[config.mk]
export PLATFORM = sky130hd
export DESIGN_NAME = chef_move_ctrl
export DESIGN_NICKNAME = d
export VERILOG_FILES = /design/src/rtl/chef_move_ctrl.sv
export SDC_FILE = /design/constraint.sdc
export NUM_CORES = 1
export LEC_CHECK = 0
export BUFFER_PORTS_ARGS = -buffer_cell sky130_fd_sc_hd__clkbuf_2
export CORE_MARGIN = 10
export CORE_UTILIZATION = 25
export DETAILED_ROUTE_END_ITERATION = 10
export RECOVER_POWER = 100
export SYNTH_ARGS = -nofsm -noshare
export SYNTH_HDL_FRONTEND = slang
export SYNTH_SLANG_ARGS = --single-unit
[constraint.sdc]
create_clock -name frame_clk -period 4.4 [get_ports frame_clk]
set_clock_uncertainty 0.2 [all_clocks]
set_input_delay 0.88 -clock frame_clk [delete_from_list [all_inputs] [get_ports frame_clk]]
set_output_delay 0.88 -clock frame_clk [all_outputs]
set_load 0.02 [all_outputs]
[src/rtl/chef_move_ctrl.sv]
// Per-frame chef movement sequencer: key + map flags -> registered walk/climb/dir/anim.
// Define CHEF_TURN_BUFFER_EN to compile in the 1-entry perpendicular turn buffer.
module chef_move_ctrl #(
  parameter int BUF_FRAMES  = 16,
  parameter int ANIM_PERIOD = 8
) (
  input  logic       Reset,
  input  logic       frame_clk,
  input  logic [7:0] keycode,
  input  logic       freeze,
  input  logic       at_floor,
  input  logic       at_ladder,
  input  logic       ladder_up,
  input  logic       ladder_down,
  input  logic       wall_left,
  input  logic       wall_right,
  output logic       walk,
  output logic       climb,
  output logic [1:0] dir,
  output logic [1:0] anim,
  output logic [1:0] state
);

  localparam logic [1:0] S_IDLE   = 2'd0;
  localparam logic [1:0] S_WALK   = 2'd1;
  localparam logic [1:0] S_CLIMB  = 2'd2;
  localparam logic [1:0] S_FROZEN = 2'd3;

  localparam logic [1:0] DIR_L = 2'd0;
  localparam logic [1:0] DIR_R = 2'd1;
  localparam logic [1:0] DIR_U = 2'd2;
  localparam logic [1:0] DIR_D = 2'd3;

  logic [1:0] state_q, state_d;
  logic [1:0] dir_q, dir_d;
  logic [1:0] anim_q, anim_d;
  logic [7:0] animCnt_q, animCnt_d;
  logic       walk_q, climb_q;

  logic       reqValid;
  logic [1:0] reqDir;
  logic [3:0] legalVec;
  logic [3:0] contOk;
  logic       liveLegal;
  logic       moving;
  logic       bufHit;
  logic [1:0] bufDir;

  always_comb begin
    reqValid = 1'b1;
    reqDir   = DIR_R;
    case (keycode)
      8'h04:   reqDir = DIR_L;
      8'h07:   reqDir = DIR_R;
      8'h1A:   reqDir = DIR_U;
      8'h16:   reqDir = DIR_D;
      default: reqValid = 1'b0;
    endcase
  end

  // Both vectors are indexed by direction code: a fresh start vs. carrying on in that direction.
  assign legalVec  = {at_ladder & ladder_down, at_ladder & ladder_up,
                      at_floor & ~wall_right, at_floor & ~wall_left};
  assign contOk    = {ladder_down, ladder_up, ~wall_right, ~wall_left};
  assign liveLegal = reqValid & legalVec[reqDir];
  assign moving    = (state_q == S_WALK) | (state_q == S_CLIMB);

`ifdef CHEF_TURN_BUFFER_EN
  logic       bufValid_q;
  logic [1:0] bufDir_q;
  logic [7:0] bufCnt_q;
  logic       loadBuf;

  assign bufHit  = bufValid_q & legalVec[bufDir_q];
  assign bufDir  = bufDir_q;
  assign loadBuf = reqValid & ~liveLegal & moving & (reqDir[1] ^ (state_q == S_CLIMB));

  always_ff @(posedge frame_clk or posedge Reset) begin
    if (Reset) begin
      bufValid_q <= 1'b0;
      bufDir_q   <= DIR_R;
      bufCnt_q   <= 8'd0;
    end else if (freeze | liveLegal | bufHit) begin
      bufValid_q <= 1'b0;
    end else if (loadBuf) begin
      bufValid_q <= 1'b1;
      bufDir_q   <= reqDir;
      bufCnt_q   <= 8'(BUF_FRAMES);
    end else if (bufValid_q) begin
      bufCnt_q <= bufCnt_q - 8'd1;
      if (bufCnt_q == 8'd1) bufValid_q <= 1'b0;
    end
  end
`else
  assign bufHit = 1'b0;
  assign bufDir = DIR_R;
`endif

  always_comb begin
    state_d = state_q;
    dir_d   = dir_q;
    if (freeze) begin
      state_d = S_FROZEN;
    end else if (state_q == S_FROZEN) begin
      state_d = S_IDLE;
    end else if (liveLegal) begin
      state_d = reqDir[1] ? S_CLIMB : S_WALK;
      dir_d   = reqDir;
    end else if (bufHit) begin
      state_d = bufDir[1] ? S_CLIMB : S_WALK;
      dir_d   = bufDir;
    end else if (reqValid && moving) begin
      if (!contOk[dir_q]) state_d = S_IDLE;
    end else begin
      state_d = S_IDLE;
    end
  end

  // The counter advances on frames that end up moving, so the first walking frame already counts.
  always_comb begin
    animCnt_d = animCnt_q;
    anim_d    = anim_q;
    if (dir_d != dir_q) begin
      animCnt_d = 8'd0;
      anim_d    = 2'd0;
    end else if ((state_d == S_WALK) || (state_d == S_CLIMB)) begin
      if (animCnt_q == 8'(ANIM_PERIOD - 1)) begin
        animCnt_d = 8'd0;
        anim_d    = anim_q + 2'd1;
      end else begin
        animCnt_d = animCnt_q + 8'd1;
      end
    end
  end

  always_ff @(posedge frame_clk or posedge Reset) begin
    if (Reset) begin
      state_q   <= S_IDLE;
      dir_q     <= DIR_R;
      anim_q    <= 2'd0;
      animCnt_q <= 8'd0;
      walk_q    <= 1'b0;
      climb_q   <= 1'b0;
    end else begin
      state_q   <= state_d;
      dir_q     <= dir_d;
      anim_q    <= anim_d;
      animCnt_q <= animCnt_d;
      walk_q    <= (state_d == S_WALK);
      climb_q   <= (state_d == S_CLIMB);
    end
  end

  assign walk  = walk_q;
  assign climb = climb_q;
  assign dir   = dir_q;
  assign anim  = anim_q;
  assign state = state_q;

endmodule

Yosys cells after proc, flatten, opt, wreduce, memory -nomap -nowiden

Index checks and enable logic that the tools add are counted.

Logic and storage cells: 56
Register bits after elaboration: 16
Output and inout port bits: 8
Bits of input ports: 17

Bitwise logic cells: 8
Equality and inequality tests: 11
Add/subtract/negate cells: 2
Order comparisons: 2
Muxes and demuxes: 21
Reductions and logical operators: 6

Operators with widths:

| cell                                                                  | count |
|---|---|
| 8-bit by 3-bit equality test with 1-bit output, second input constant | 3 |
| 2-bit two-way mux                                                     | 12 |
| 8-bit two-way mux                                                     | 3 |
| 8-bit by 5-bit equality test with 1-bit output, second input constant | 2 |
| 8-bit by 1-bit adder with 8-bit output, second input constant         | 1 |
| 2-bit equality test, second input constant                            | 3 |
| 2-bit by 3-bit < comparator with 1-bit output, second input constant  | 2 |
| 2-bit case mux with 3 select lines                                    | 1 |
| 1-bit bitwise AND                                                     | 5 |
| 1-bit binary-select mux with 2-bit select                             | 2 |
| 2-bit by 1-bit equality test with 1-bit output, second input constant | 2 |
| 2-bit nonzero test                                                    | 2 |
| 4-bit OR reduction                                                    | 1 |
| 1-bit two-way mux                                                     | 3 |
| 2-bit by 1-bit adder with 2-bit output, second input constant         | 1 |
| 2-bit inequality test                                                 | 1 |
| 1-bit inverter                                                        | 2 |
| 2-bit AND reduction                                                   | 1 |
| 1-bit logical AND                                                     | 1 |
| 1-bit logical OR                                                      | 1 |
| 1-bit bitwise OR                                                      | 1 |

Logic depth before layout (Yosys ltp)

Gate-level depths: netlist of the first run.

Depth in word-level cells: 12
Depth in mapped cells: 12
Mapped depth without buffers: 11

Worst setup path before layout of the first run

Ideal clock, no wire load.

Path type: input -> register
Start point: input port keycode[5]
End point: register animCnt_q[3]
Path buffers: 1
Library setup time: 88 ps
Data required time: 4,112 ps
Arrival time: 3,708 ps
Cell stages on the path: 11
Slack: 404 ps
Cell sequence: or3_2 -> nor3_1 -> a311oi_1 -> a211o_2 -> a31o_2 -> a21o_1 -> ha_1 -> clkbuf_1 -> nor2b_1 -> or3b_2 -> a22oi_1

Longest elaborated chain between the ends: 11
Elaborated cells on any way between the ends: 25
Those cells by class: eq/ne: 7; mux: 13; bitwise: 1; reduce/logical: 4

RTL lines:

| item                                                                                                                    | line    | RTL |
|---|---|---|
| start: declaration                                                                                                      | 9       | `input logic [7:0] keycode,` |
| 8-bit by 5-bit equality test with 1-bit output / 8-bit by 3-bit equality test with 1-bit output (equally long branches) | 52      | `case (keycode)` |
| 2-bit case mux with 3 select lines / 4-bit OR reduction (equally long branches)                                         | -       |  |
| 1-bit binary-select mux with 2-bit select / 1-bit two-way mux (equally long branches)                                   | 65, 52  |  |
| 1-bit two-way mux (implied by the code) / 1-bit logical AND (equally long branches)                                     | 65, 112 |  |
| 1-bit bitwise AND / 2-bit two-way mux (equally long branches)                                                           | 65, 112 |  |
| 2-bit two-way mux *                                                                                                     | 106     | `end else if (liveLegal) begin` |
| 2-bit two-way mux *                                                                                                     | 104     | `end else if (state_q == S_FROZEN) begin` |
| 2-bit two-way mux *                                                                                                     | 102     | `if (freeze) begin` |
| net state_d[1]                                                                                                          | 34      | `logic [1:0] state_q, state_d;` |
| 2-bit by 1-bit equality test with 1-bit output / 2-bit equality test (equally long branches)                            | 126     | `end else if ((state_d == S_WALK) \|\| (state_d == S_CLIMB)) begin` |
| 1-bit logical OR *                                                                                                      | 126     |  |
| 2-bit nonzero test (no line) *                                                                                          | -       |  |
| end signal: assignment                                                                                                  | 148     | `animCnt_q <= animCnt_d;` |
| end: declaration                                                                                                        | 37      | `logic [7:0] animCnt_q, animCnt_d;` |

The timed path passes the listed nets; every way through them passes the cells marked *. The select of a mux whose other input is x is not followed.
A chain may end at the register's enable or synchronous reset.

Worst setup path in the final report of the first run

Start point: input port keycode[3]
End point: register animCnt_q[7]

The elaborated chain is that of the path after synthesis.

==> summary.md, run 1 <==
## Clocking
- 1 — total number of H-tree levels
- 16 — Sink Count
- sky130_fd_sc_hd__clkbuf_8 — Root Buffer Master
- 0.06 ns — clock slew seen by the registers of the worst setup and hold paths
- 0 — Post-CTS Setup Inserts
- done — TritonCTS clock tree
- 3 — number of buffers created by CTS
- 2 — Max Buffers Root-to-Sink
- 0.25 ns — clock insertion delay at the later pin of the skew report
- 0 — Post-CTS Resized
- 0 — total of hold buffers inserted after clock tree synthesis

## Timing
- 0 — setup violation total in the final timing report
- 58.5% — Relative slew margins
- 0.622 ns — Worst Max-Slew Pin Slew
- 0 ns — Sum Neg Setup Slack
- 4.11 ns — final worst path period need
- 0.382 ns — final hold slack
- false — setup repair after global routing missed its margin
- 0.244 GHz — highest attainable clock frequency
- 0 — final max-slew violation count
- 93.3% — final worst-path cycle share
- 0 — Final Hold Vio Count
- 0.294 ns — minimum setup slack in the final design

## Synth
- 15 x sky130_fd_sc_hd__dfrtp_1, 9 x sky130_fd_sc_hd__a21oi_1, 8 x sky130_fd_sc_hd__nor2_1 — cell types with the highest counts after synthesis
- 6.75% — mux share of post-synthesis cell area
- sky130_fd_sc_hd__dfrtp_1 — Synth area leader
- 47 — number of distinct library cell variants in the gate-level netlist after synthesis
- 130 — syn nets
- 0 — number of warnings reported in the yosys synthesis log
- 1090 um2 — combined area of all synthesized cells
- 36.7% — portion of the post-synthesis area used by sequential elements
- 100% — Synth async-reset ratio
- 0 — Post-synth EDFFs
- 8.01% — xor/xnor cell area share of the yosys netlist
- sky130_fd_sc_hd__dfrtp_1 34%, sky130_fd_sc_hd__xnor2_1 4.8%, sky130_fd_sc_hd__ha_1 4.6%, sky130_fd_sc_hd__a21oi_1 4.1%, sky130_fd_sc_hd__xor2_1 3.2% — dominant cells by area after synthesis
- 4.58% — adder and majority cell fraction of the synthesized area
- 20.9% — compound-cell area share of the yosys netlist
- compound AO/OA/AOI/OAI gates — main combinational cell family by area after synthesis
- 109 — Mapped Cells
- 20.6% — post-synthesis share of cell area spent on and, or, nand and nor gates
- sky130_fd_sc_hd__dfrtp_1 — ys flop type
- sky130_fd_sc_hd__dfrtp_1 — dominant cell by count in the synthesized netlist
- 34.3% — area share of the largest cell type after synthesis
- 16 — post-synthesis register bit count
- 10.0 um2 — mean instance size in the synthesized netlist

## Route
- 193 um — met3 wirelength from detailed routing
- 0 — remaining antenna violation count after routing
- 5 — DR pass1 iterations
- 15.3 um — routed wirelength normalized by instance count
- 2870 um — total wirelength of the detailed-routed design
- 1420 um — routed length on met2
- 5.15 — average vias per placed instance
- met4 — top sig layer
- 1230 um — routed metal-1 wirelength
- 42 — number of DRC violations after detailed-routing iteration 0
- 0 — number of DRC violations after detailed routing
- 968 — Via Count

## Layout
- 0 — antenna diode instance count
- 31.9% — fin util
- 25.4% — fraction of final layout cells with drive strength greater than 1
- 402 um2 — flip-flop and latch area
- 160 — number of nets in the final layout
- 20.1% — area growth from synthesis to final layout
- 657 um2 — area of the multi-input gates
- 447 — Fill cells

## Min path
- 2 — worst hold path stage count
- anim[1] — HP Start
- anim[1] — Min-Delay Endpoint
- flop to flop — path type of the worst min-delay path

## Power
- 0.503 mW — Total Power
- 0.000259 V — Worst VDD drop
- 383 nW/um2 — power density over the cells
- 0.565 nW — standby leakage power

## Critical path
- animCnt_q[7] — Worst R2R End
- sky130_fd_sc_hd__or4b_1 — Slowest-stage cell, CP
- input pin — sort of element at the start of the critical path
- 4.01 ns — arrival time at the worst endpoint
- compound AO/OA/AOI/OAI gates — largest delay contributor family on the critical path
- flop — capturing element type of the critical path
- 1.16 ns — Reg2Reg Setup Slack
- 9 — number of cell instances on the worst register-to-register path
- 4.31 ns — worst path required time
- clkbuf_2, or4b_1, a211oi_2, nor2_1, a211o_2, a31o_2, a21o_1, ha_1, a2111oi_0, xnor2_1, nor2_1 — CP Cell Sequence
- dir[0] — launching point of the worst reg2reg path
- sky130_fd_sc_hd__nor2_1 — cell occurring most often along the worst timing path
- 10 — Worst Path Max Fanout
- input pin to flop — worst setup path category
- 1 — number of buffers and inverters on the critical path
- 0.59 ns — critical path's largest stage delay

## Die
- 26.6% — initial cell density of the core
- 23 — std cell rows
- 25 — io pins
- 86.1 um — chip width
- 7420 um2 — total die area
- 4120 um2 — total core area
- 86.1 um — height of the chip

## Outcome
- complete, no violations — outcome

## Global route
- 4840 um — first-pass GRT wire length
- 7.86% — global routing usage summed across all routing layers
- 0 — number of antenna violations at the first check in global routing
- 17 — pin count of the biggest net entering global routing
- 0 — remaining global-route overflow
- 1037 — via count of the first global-routing pass

## Placement
- 24 — number of port buffers
- 0.825 — final estimated routing congestion in global placement
- 2240 um — HPWL Detailed
- 0.0934 ns — post-placement worst setup slack

## Run
- 0 — Max-Cap Viols

## worst reg2reg max path, cell delays in order, from the launching register on
cell	delay [ns]
sky130_fd_sc_hd__dfstp_2	0.57
sky130_fd_sc_hd__mux4_2	0.51
sky130_fd_sc_hd__nand2_1	0.08
sky130_fd_sc_hd__nor2_1	0.05
sky130_fd_sc_hd__a31o_2	0.26
sky130_fd_sc_hd__a21o_1	0.19
sky130_fd_sc_hd__ha_1	0.39
sky130_fd_sc_hd__a2111oi_0	0.58
sky130_fd_sc_hd__xnor2_1	0.20
sky130_fd_sc_hd__nor2_1	0.07
## how the worst max path moves through the flow
| stage | from | end | slack [ns] | cells past startpoint |
|---|---|---|---|---|
| 2_1_floorplan | keycode[5] | animCnt_q[3] | 0.40 | 11 |
| 3_3_place_gp | keycode[3] | animCnt_q[3] | 0.26 | 11 |
| 3_5_place_dp | keycode[3] | animCnt_q[7] | 0.09 | 11 |
| 4_1_cts | keycode[3] | animCnt_q[7] | 0.33 | 11 |
| 5_1_grt | keycode[3] | animCnt_q[7] | 0.06 | 11 |
| 6_report | keycode[3] | animCnt_q[7] | 0.29 | 11 |
## cell usage in the layout, fill, tap and decap left out, types with 2 or more instances in the layout
cell and n:
sky130_fd_sc_hd__nand2_1 6, sky130_fd_sc_hd__nor2_1 8, sky130_fd_sc_hd__a22oi_1 2, sky130_fd_sc_hd__clkbuf_8 3, sky130_fd_sc_hd__and4b_2 2, sky130_fd_sc_hd__xnor2_1 6
sky130_fd_sc_hd__nand3_1 2, sky130_fd_sc_hd__inv_1 6, sky130_fd_sc_hd__nor3_1 2, sky130_fd_sc_hd__nand4b_1 3, sky130_fd_sc_hd__ha_1 4, sky130_fd_sc_hd__clkbuf_2 16
sky130_fd_sc_hd__nor2b_1 2, sky130_fd_sc_hd__xor2_1 4, sky130_fd_sc_hd__clkbuf_1 9, sky130_fd_sc_hd__mux2_4 2, sky130_fd_sc_hd__buf_4 2, sky130_fd_sc_hd__a21oi_1 9
sky130_fd_sc_hd__nor4_1 2, sky130_fd_sc_hd__o21ai_0 3, sky130_fd_sc_hd__a211oi_1 2, sky130_fd_sc_hd__dfrtp_1 15
## final cells by class
| cell class | instances | share of cell area, % |
|---|---|---|
| inverter | 6 | 1.71 |
| sequential | 16 | 30.6 |
| clock buffer | 4 | 3.43 |
| multi-input combinational | 86 | 50.0 |
| timing repair buffer | 26 | 9.52 |
| tap | 50 | 4.76 |
## routing by layer
metal | GRT usage, % | up-vias
met3 | 2.18 | 4
met2 | 13.3 | 29
met4 | 3.44 | 0
met5 | 0 | -
met1 | 9.00 | 461
li1 | - | 474
## where the power goes
group | switching [mW] | internal (mW) | total [mW]
clock | 0.0491 | 0.0642 | 0.113
sequential | 0.0445 | 0.191 | 0.236
combinational | 0.0853 | 0.0689 | 0.154
## metrics by stage
step | instances | area, um2
after detailed placement | 184 | 1290
final | 188 | 1310
after global routing | 188 | 1310
after floorplan | 109 | 1090
after CTS | 188 | 1330
after global placement | 184 | 1290
## flip-flops by register name, indices dropped and copies added, names as in the netlist
register,cells
dir,2
state,2
climb,1
walk,1
anim,2
animCnt_q,8
## logic make-up after synthesis
| family | Yosys count |
|---|---|
| compound gates | 32 |
| xor+xnor | 10 |
| fa+ha+maj | 4 |
| buf+inv | 7 |
| flops | 16 |
| mux | 5 |
| simple gates | 35 |
Note: power is estimated with default switching activity, not from simulation.
==> inputs of run 2 (changes only) <==
- CTS_BUF_LIST: not set -> sky130_fd_sc_hd__clkbuf_8
==> summary.md, run 2 (same netlist as run 1, synthesis figures left out) <==
## Min path
- anim[1] — Min-Delay Endpoint
- anim[1] — HP Start
- 2 — worst hold path stage count, unchanged
- flop to flop — path type of the worst min-delay path

## Timing
- 0.244 GHz — highest attainable clock frequency, +0.28%
- 0 — final max-slew violation count, unchanged
- 0 — Final Hold Vio Count, unchanged
- 56.4% — Relative slew margins, -2.1 points
- 0.654 ns — Worst Max-Slew Pin Slew, +0.0318 ns
- false — setup repair after global routing missed its margin
- 4.09 ns — final worst path period need, -0.0115 ns
- 0.306 ns — minimum setup slack in the final design, +0.0115 ns
- 93.1% — final worst-path cycle share, -0.26 points
- 0 ns — Sum Neg Setup Slack, unchanged
- 0 — setup violation total in the final timing report, unchanged
- 0.376 ns — final hold slack, -0.00565 ns

## Run
- 0 — Max-Cap Viols, unchanged

## Die
- 25 — io pins, unchanged
- 4120 um2 — total core area, unchanged
- 86.1 um — height of the chip, unchanged
- 26.6% — initial cell density of the core, unchanged
- 7420 um2 — total die area, unchanged
- 23 — std cell rows, unchanged
- 86.1 um — chip width, unchanged

## Clocking
- 16 — Sink Count, unchanged
- 0.06 ns — clock slew seen by the registers of the worst setup and hold paths, about the same
- 0 — Post-CTS Setup Inserts, unchanged
- sky130_fd_sc_hd__clkbuf_8 — Root Buffer Master
- done — TritonCTS clock tree
- 0 — Post-CTS Resized, unchanged
- 2 — Max Buffers Root-to-Sink, unchanged
- 0 — total of hold buffers inserted after clock tree synthesis, unchanged
- 1 — total number of H-tree levels, unchanged
- 0.25 ns — clock insertion delay at the later pin of the skew report, about the same
- 3 — number of buffers created by CTS, unchanged

## Layout
- 16 x sky130_fd_sc_hd__clkbuf_2, 15 x sky130_fd_sc_hd__dfrtp_1, 9 x sky130_fd_sc_hd__a21oi_1, 8 x sky130_fd_sc_hd__nor2_1, 8 x sky130_fd_sc_hd__clkbuf_1 — most frequent cells in the layout
- 0 — antenna diode instance count, unchanged
- animCnt_q — Most flops, register
- 160 — number of nets in the final layout, unchanged
- sky130_fd_sc_hd__clkbuf_2 — most frequent standard cell in the layout excluding fill and tap cells
- 8 — number of flip-flops in the largest register, unchanged
- 20.1% — area growth from synthesis to final layout, unchanged
- 31.9% — fin util, unchanged
- 25.4% — fraction of final layout cells with drive strength greater than 1, unchanged

## Global route
- 17 — pin count of the biggest net entering global routing, unchanged
- 0 — remaining global-route overflow, unchanged
- 0 — number of antenna violations at the first check in global routing, unchanged
- 4840 um — first-pass GRT wire length, unchanged
- 7.86% — global routing usage summed across all routing layers, unchanged
- 1037 — via count of the first global-routing pass, unchanged

## Critical path
- animCnt_q[7] — Worst R2R End
- input pin to flop — worst setup path category
- 1.17 ns — Reg2Reg Setup Slack, about the same
- 9 — number of cell instances on the worst register-to-register path, unchanged
- dir[0] — launching point of the worst reg2reg path
- 10 — Worst Path Max Fanout, unchanged
- input pin — sort of element at the start of the critical path
- 4.01 ns — arrival time at the worst endpoint, about the same
- flop — capturing element type of the critical path
- 4.31 ns — worst path required time, about the same

## Outcome
- complete, no violations — outcome

## Placement
- 0.0934 ns — post-placement worst setup slack, unchanged
- 2240 um — HPWL Detailed, unchanged
- 0.825 — final estimated routing congestion in global placement, unchanged
- 24 — number of port buffers, unchanged

## Route
- 2870 um — total wirelength of the detailed-routed design, -0.28%
- 0 — remaining antenna violation count after routing, unchanged
- 0 — number of DRC violations after detailed routing, unchanged
- 980 — Via Count, +1.2%
- 44 — number of DRC violations after detailed-routing iteration 0, +4.8%
- 4 — DR pass1 iterations, -1
- 15.2 um — routed wirelength normalized by instance count, -0.28%
- 5.21 — average vias per placed instance, +1.2%

## Power
- 0.569 nW — standby leakage power, +0.73%
- 383 nW/um2 — power density over the cells, -0.15%
- 0.503 mW — Total Power, -0.15%
- 0.000262 V — Worst VDD drop, +1.2%

## run 2: worst max path at each step
stage / slack (ns) / from / end
final: 0.31 / keycode[3] / animCnt_q[7]
after global routing: 0.06 / keycode[3] / animCnt_q[7]
after detailed placement: 0.09 / keycode[3] / animCnt_q[7]
after CTS: 0.33 / keycode[3] / animCnt_q[7]
after global placement: 0.26 / keycode[3] / animCnt_q[3]
after floorplan: 0.40 / keycode[5] / animCnt_q[3]
## run 2: power by group
group	leakage (nW)	switching (mW)	internal (mW)
registers	0.199	0.0449	0.191
clock network	0.0269	0.0501	0.0619
logic	0.343	0.0856	0.0688
## run 2: routing by layer
metal | part of all wire, % | track usage, % | routed length, um
met1 | 43 | 9.00 | 1230
met5 | 0 | 0 | 0
met4 | 1.4 | 3.44 | 39
met2 | 49 | 13.3 | 1410
met3 | 6.7 | 2.18 | 191
## run 2: layout make-up
type                    instances  area (um2)
multi-input cells              86         657
well taps                      50        62.6
clock inverters                 1        3.75
flip-flops and latches         16         402
inverters                       6        22.5
fillers                       447        2800
clock buffers                   3        41.3
repair buffers                 26         125
## run 2: through the flow
| stage | instances | cell area (um2) |
|---|---|---|
| after floorplan | 109 | 1090 |
| after global placement | 184 | 1290 |
| after detailed placement | 184 | 1290 |
| after CTS | 188 | 1330 |
| after global routing | 188 | 1310 |
| final | 188 | 1310 |
## run 2: critical path: stages
cell and delay [ns]:
sky130_fd_sc_hd__clkbuf_2 0.13, sky130_fd_sc_hd__or4b_1 0.59, sky130_fd_sc_hd__a211oi_2 0.26, sky130_fd_sc_hd__nor2_1 0.08, sky130_fd_sc_hd__a211o_2 0.38, sky130_fd_sc_hd__a31o_2 0.25, sky130_fd_sc_hd__a21o_1 0.19, sky130_fd_sc_hd__ha_1 0.40
sky130_fd_sc_hd__a2111oi_0 0.57, sky130_fd_sc_hd__xnor2_1 0.20, sky130_fd_sc_hd__nor2_1 0.07
==> inputs of run 3 (changes only) <==
- MAX_ROUTING_LAYER: not set -> met4
==> summary.md, run 3 (same netlist as run 1, synthesis figures left out) <==
## Route
- 0 — number of DRC violations after detailed routing, unchanged
- 5.15 — average vias per placed instance, -1.1%
- 15.2 um — routed wirelength normalized by instance count, -0.14%
- 2860 um — total wirelength of the detailed-routed design, -0.14%
- 4 — DR pass1 iterations, unchanged
- 969 — Via Count, -1.1%
- 56 — number of DRC violations after detailed-routing iteration 0, +27%
- 0 — remaining antenna violation count after routing, unchanged

## Clocking
- 0 — total of hold buffers inserted after clock tree synthesis, unchanged
- 1 — total number of H-tree levels, unchanged
- sky130_fd_sc_hd__clkbuf_8 — Root Buffer Master
- done — TritonCTS clock tree
- 2 — Max Buffers Root-to-Sink, unchanged
- 16 — Sink Count, unchanged
- 0.25 ns — clock insertion delay at the later pin of the skew report, about the same
- 3 — number of buffers created by CTS, unchanged
- 0 — Post-CTS Setup Inserts, unchanged
- 0 — Post-CTS Resized, unchanged
- 0.06 ns — clock slew seen by the registers of the worst setup and hold paths, about the same

## Die
- 7420 um2 — total die area, unchanged
- 86.1 um — chip width, unchanged
- 86.1 um — height of the chip, unchanged
- 23 — std cell rows, unchanged
- 4120 um2 — total core area, unchanged
- 25 — io pins, unchanged
- 26.6% — initial cell density of the core, unchanged

## Timing
- 55.6% — Relative slew margins, -0.78 points
- 0 ns — Sum Neg Setup Slack, unchanged
- 0 — final max-slew violation count, unchanged
- 0 — Final Hold Vio Count, unchanged
- 0.378 ns — final hold slack, +0.00167 ns
- 0.666 ns — Worst Max-Slew Pin Slew, +0.0117 ns
- 4.10 ns — final worst path period need, +0.00201 ns
- 0 — setup violation total in the final timing report, unchanged
- false — setup repair after global routing missed its margin
- 0.304 ns — minimum setup slack in the final design, -0.00201 ns
- 0.244 GHz — highest attainable clock frequency, about the same
- 93.1% — final worst-path cycle share, about the same

## Layout
- 20.1% — area growth from synthesis to final layout, unchanged
- 8 — number of flip-flops in the largest register, unchanged
- 160 — number of nets in the final layout, unchanged
- 25.4% — fraction of final layout cells with drive strength greater than 1, unchanged
- animCnt_q — Most flops, register
- 0 — antenna diode instance count, unchanged
- sky130_fd_sc_hd__clkbuf_2 — most frequent standard cell in the layout excluding fill and tap cells
- 16 x sky130_fd_sc_hd__clkbuf_2, 15 x sky130_fd_sc_hd__dfrtp_1, 9 x sky130_fd_sc_hd__a21oi_1, 8 x sky130_fd_sc_hd__nor2_1, 8 x sky130_fd_sc_hd__clkbuf_1 — most frequent cells in the layout

## Placement
- 0.838 — final estimated routing congestion in global placement, +1.5%
- 24 — number of port buffers, unchanged
- 2240 um — HPWL Detailed, unchanged
- 0.0934 ns — post-placement worst setup slack, unchanged

## Critical path
- 1 — number of buffers and inverters on the critical path, unchanged
- sky130_fd_sc_hd__or4b_1 — Slowest-stage cell, CP
- animCnt_q[7] — Worst R2R End
- sky130_fd_sc_hd__nor2_1 — cell occurring most often along the worst timing path
- 10 — Worst Path Max Fanout, unchanged
- dir[0] — launching point of the worst reg2reg path
- compound AO/OA/AOI/OAI gates — largest delay contributor family on the critical path
- keycode[3] — critical path startpoint
- 1.17 ns — Reg2Reg Setup Slack, about the same
- 4.31 ns — worst path required time, about the same
- 9 — number of cell instances on the worst register-to-register path, unchanged
- input pin — sort of element at the start of the critical path
- flop — capturing element type of the critical path
- input pin to flop — worst setup path category
- 4.01 ns — arrival time at the worst endpoint, about the same
- 0.59 ns — critical path's largest stage delay, about the same
- clkbuf_2, or4b_1, a211oi_2, nor2_1, a211o_2, a31o_2, a21o_1, ha_1, a2111oi_0, xnor2_1, nor2_1 — CP Cell Sequence

## Global route
- 0 — number of antenna violations at the first check in global routing, unchanged
- 17 — pin count of the biggest net entering global routing, unchanged
- 1038 — via count of the first global-routing pass, +0.096%
- 0 — remaining global-route overflow, unchanged
- 4840 um — first-pass GRT wire length, unchanged
- 8.08% — global routing usage summed across all routing layers, +0.22 points

## Power
- 0.178 mW — net switching power figure, -1.3%
- 0.569 nW — standby leakage power, unchanged
- 47.0% — Reg power frac, about the same
- 0.322 mW — internal power, about the same
- 381 nW/um2 — power density over the cells, -0.46%
- 30.8% — Comb power frac, about the same
- 35.6% — Switching Fraction, -0.29 points
- 0.000258 V — Worst VDD drop, -1.6%
- 22.2% — part of the power in the clock network, about the same

## Min path
- flop to flop — path type of the worst min-delay path
- anim[1] — HP Start
- 2 — worst hold path stage count, unchanged
- anim[1] — Min-Delay Endpoint

## Run
- 0 — Max-Cap Viols, unchanged

## Outcome
- complete, no violations — outcome

==> run 3: worst register-to-register path: stages, from the launching register on <==
cell	delay [ns]
sky130_fd_sc_hd__dfstp_2	0.57
sky130_fd_sc_hd__mux4_2	0.51
sky130_fd_sc_hd__nand2_1	0.08
sky130_fd_sc_hd__nor2_1	0.05
sky130_fd_sc_hd__a31o_2	0.26
sky130_fd_sc_hd__a21o_1	0.19
sky130_fd_sc_hd__ha_1	0.40
sky130_fd_sc_hd__a2111oi_0	0.57
sky130_fd_sc_hd__xnor2_1	0.20
sky130_fd_sc_hd__nor2_1	0.07
==> run 3: how the worst max path moves through the flow <==
stage                         endpoint  slack [ns]  cells past startpoint
after global placement    animCnt_q[3]        0.26                     11
final                     animCnt_q[7]        0.30                     11
after CTS                 animCnt_q[7]        0.33                     11
after detailed placement  animCnt_q[7]        0.09                     11
after floorplan           animCnt_q[3]        0.40                     11
after global routing      animCnt_q[7]        0.06                     11
==> run 3: cell type report <==
class / instances / area [um2]
clock buffers: 3 / 41.3
clock inverters: 1 / 3.75
fillers: 447 / 2800
inverters: 6 / 22.5
multi-input cells: 86 / 657
flip-flops and latches: 16 / 402
well taps: 50 / 62.6
repair buffers: 26 / 125
==> run 3: power groups by stage <==
stage / Sequential, mW / Clock (mW) / Combinational [mW]
3_3_place_gp: 0.235 / 0 / 0.149
6_report: 0.235 / 0.111 / 0.154
3_5_place_dp: 0.236 / 0 / 0.156
2_1_floorplan: 0.241 / 0 / 0.0979
4_1_cts: 0.235 / 0.116 / 0.159
5_1_grt: 0.244 / 0.122 / 0.176
==> run 3: per-stage QoR <==
| stage | util (%) | std cells | power [mW] | instance area (um2) |
|---|---|---|---|---|
| after floorplan | - | 109 | 0.339 | 1090 |
| after global placement | 31.3 | 184 | 0.384 | 1290 |
| after detailed placement | 31.3 | 184 | 0.392 | 1290 |
| after CTS | 32.4 | 188 | 0.510 | 1330 |
| after global routing | 31.9 | 188 | 0.542 | 1310 |
| final | 31.9 | 188 | 0.500 | 1310 |
==> run 3: per-layer routing <==
layer  up-vias  wire (um)  GRT usage [%]  part of all wire [%]
met5         -          0              -                     0
met4         0         41           3.44                   1.4
met3         5        173           2.08                   6.0
met2        24       1410           13.2                    49
met1       463       1240           9.11                    43
li1        477          -              -                     -
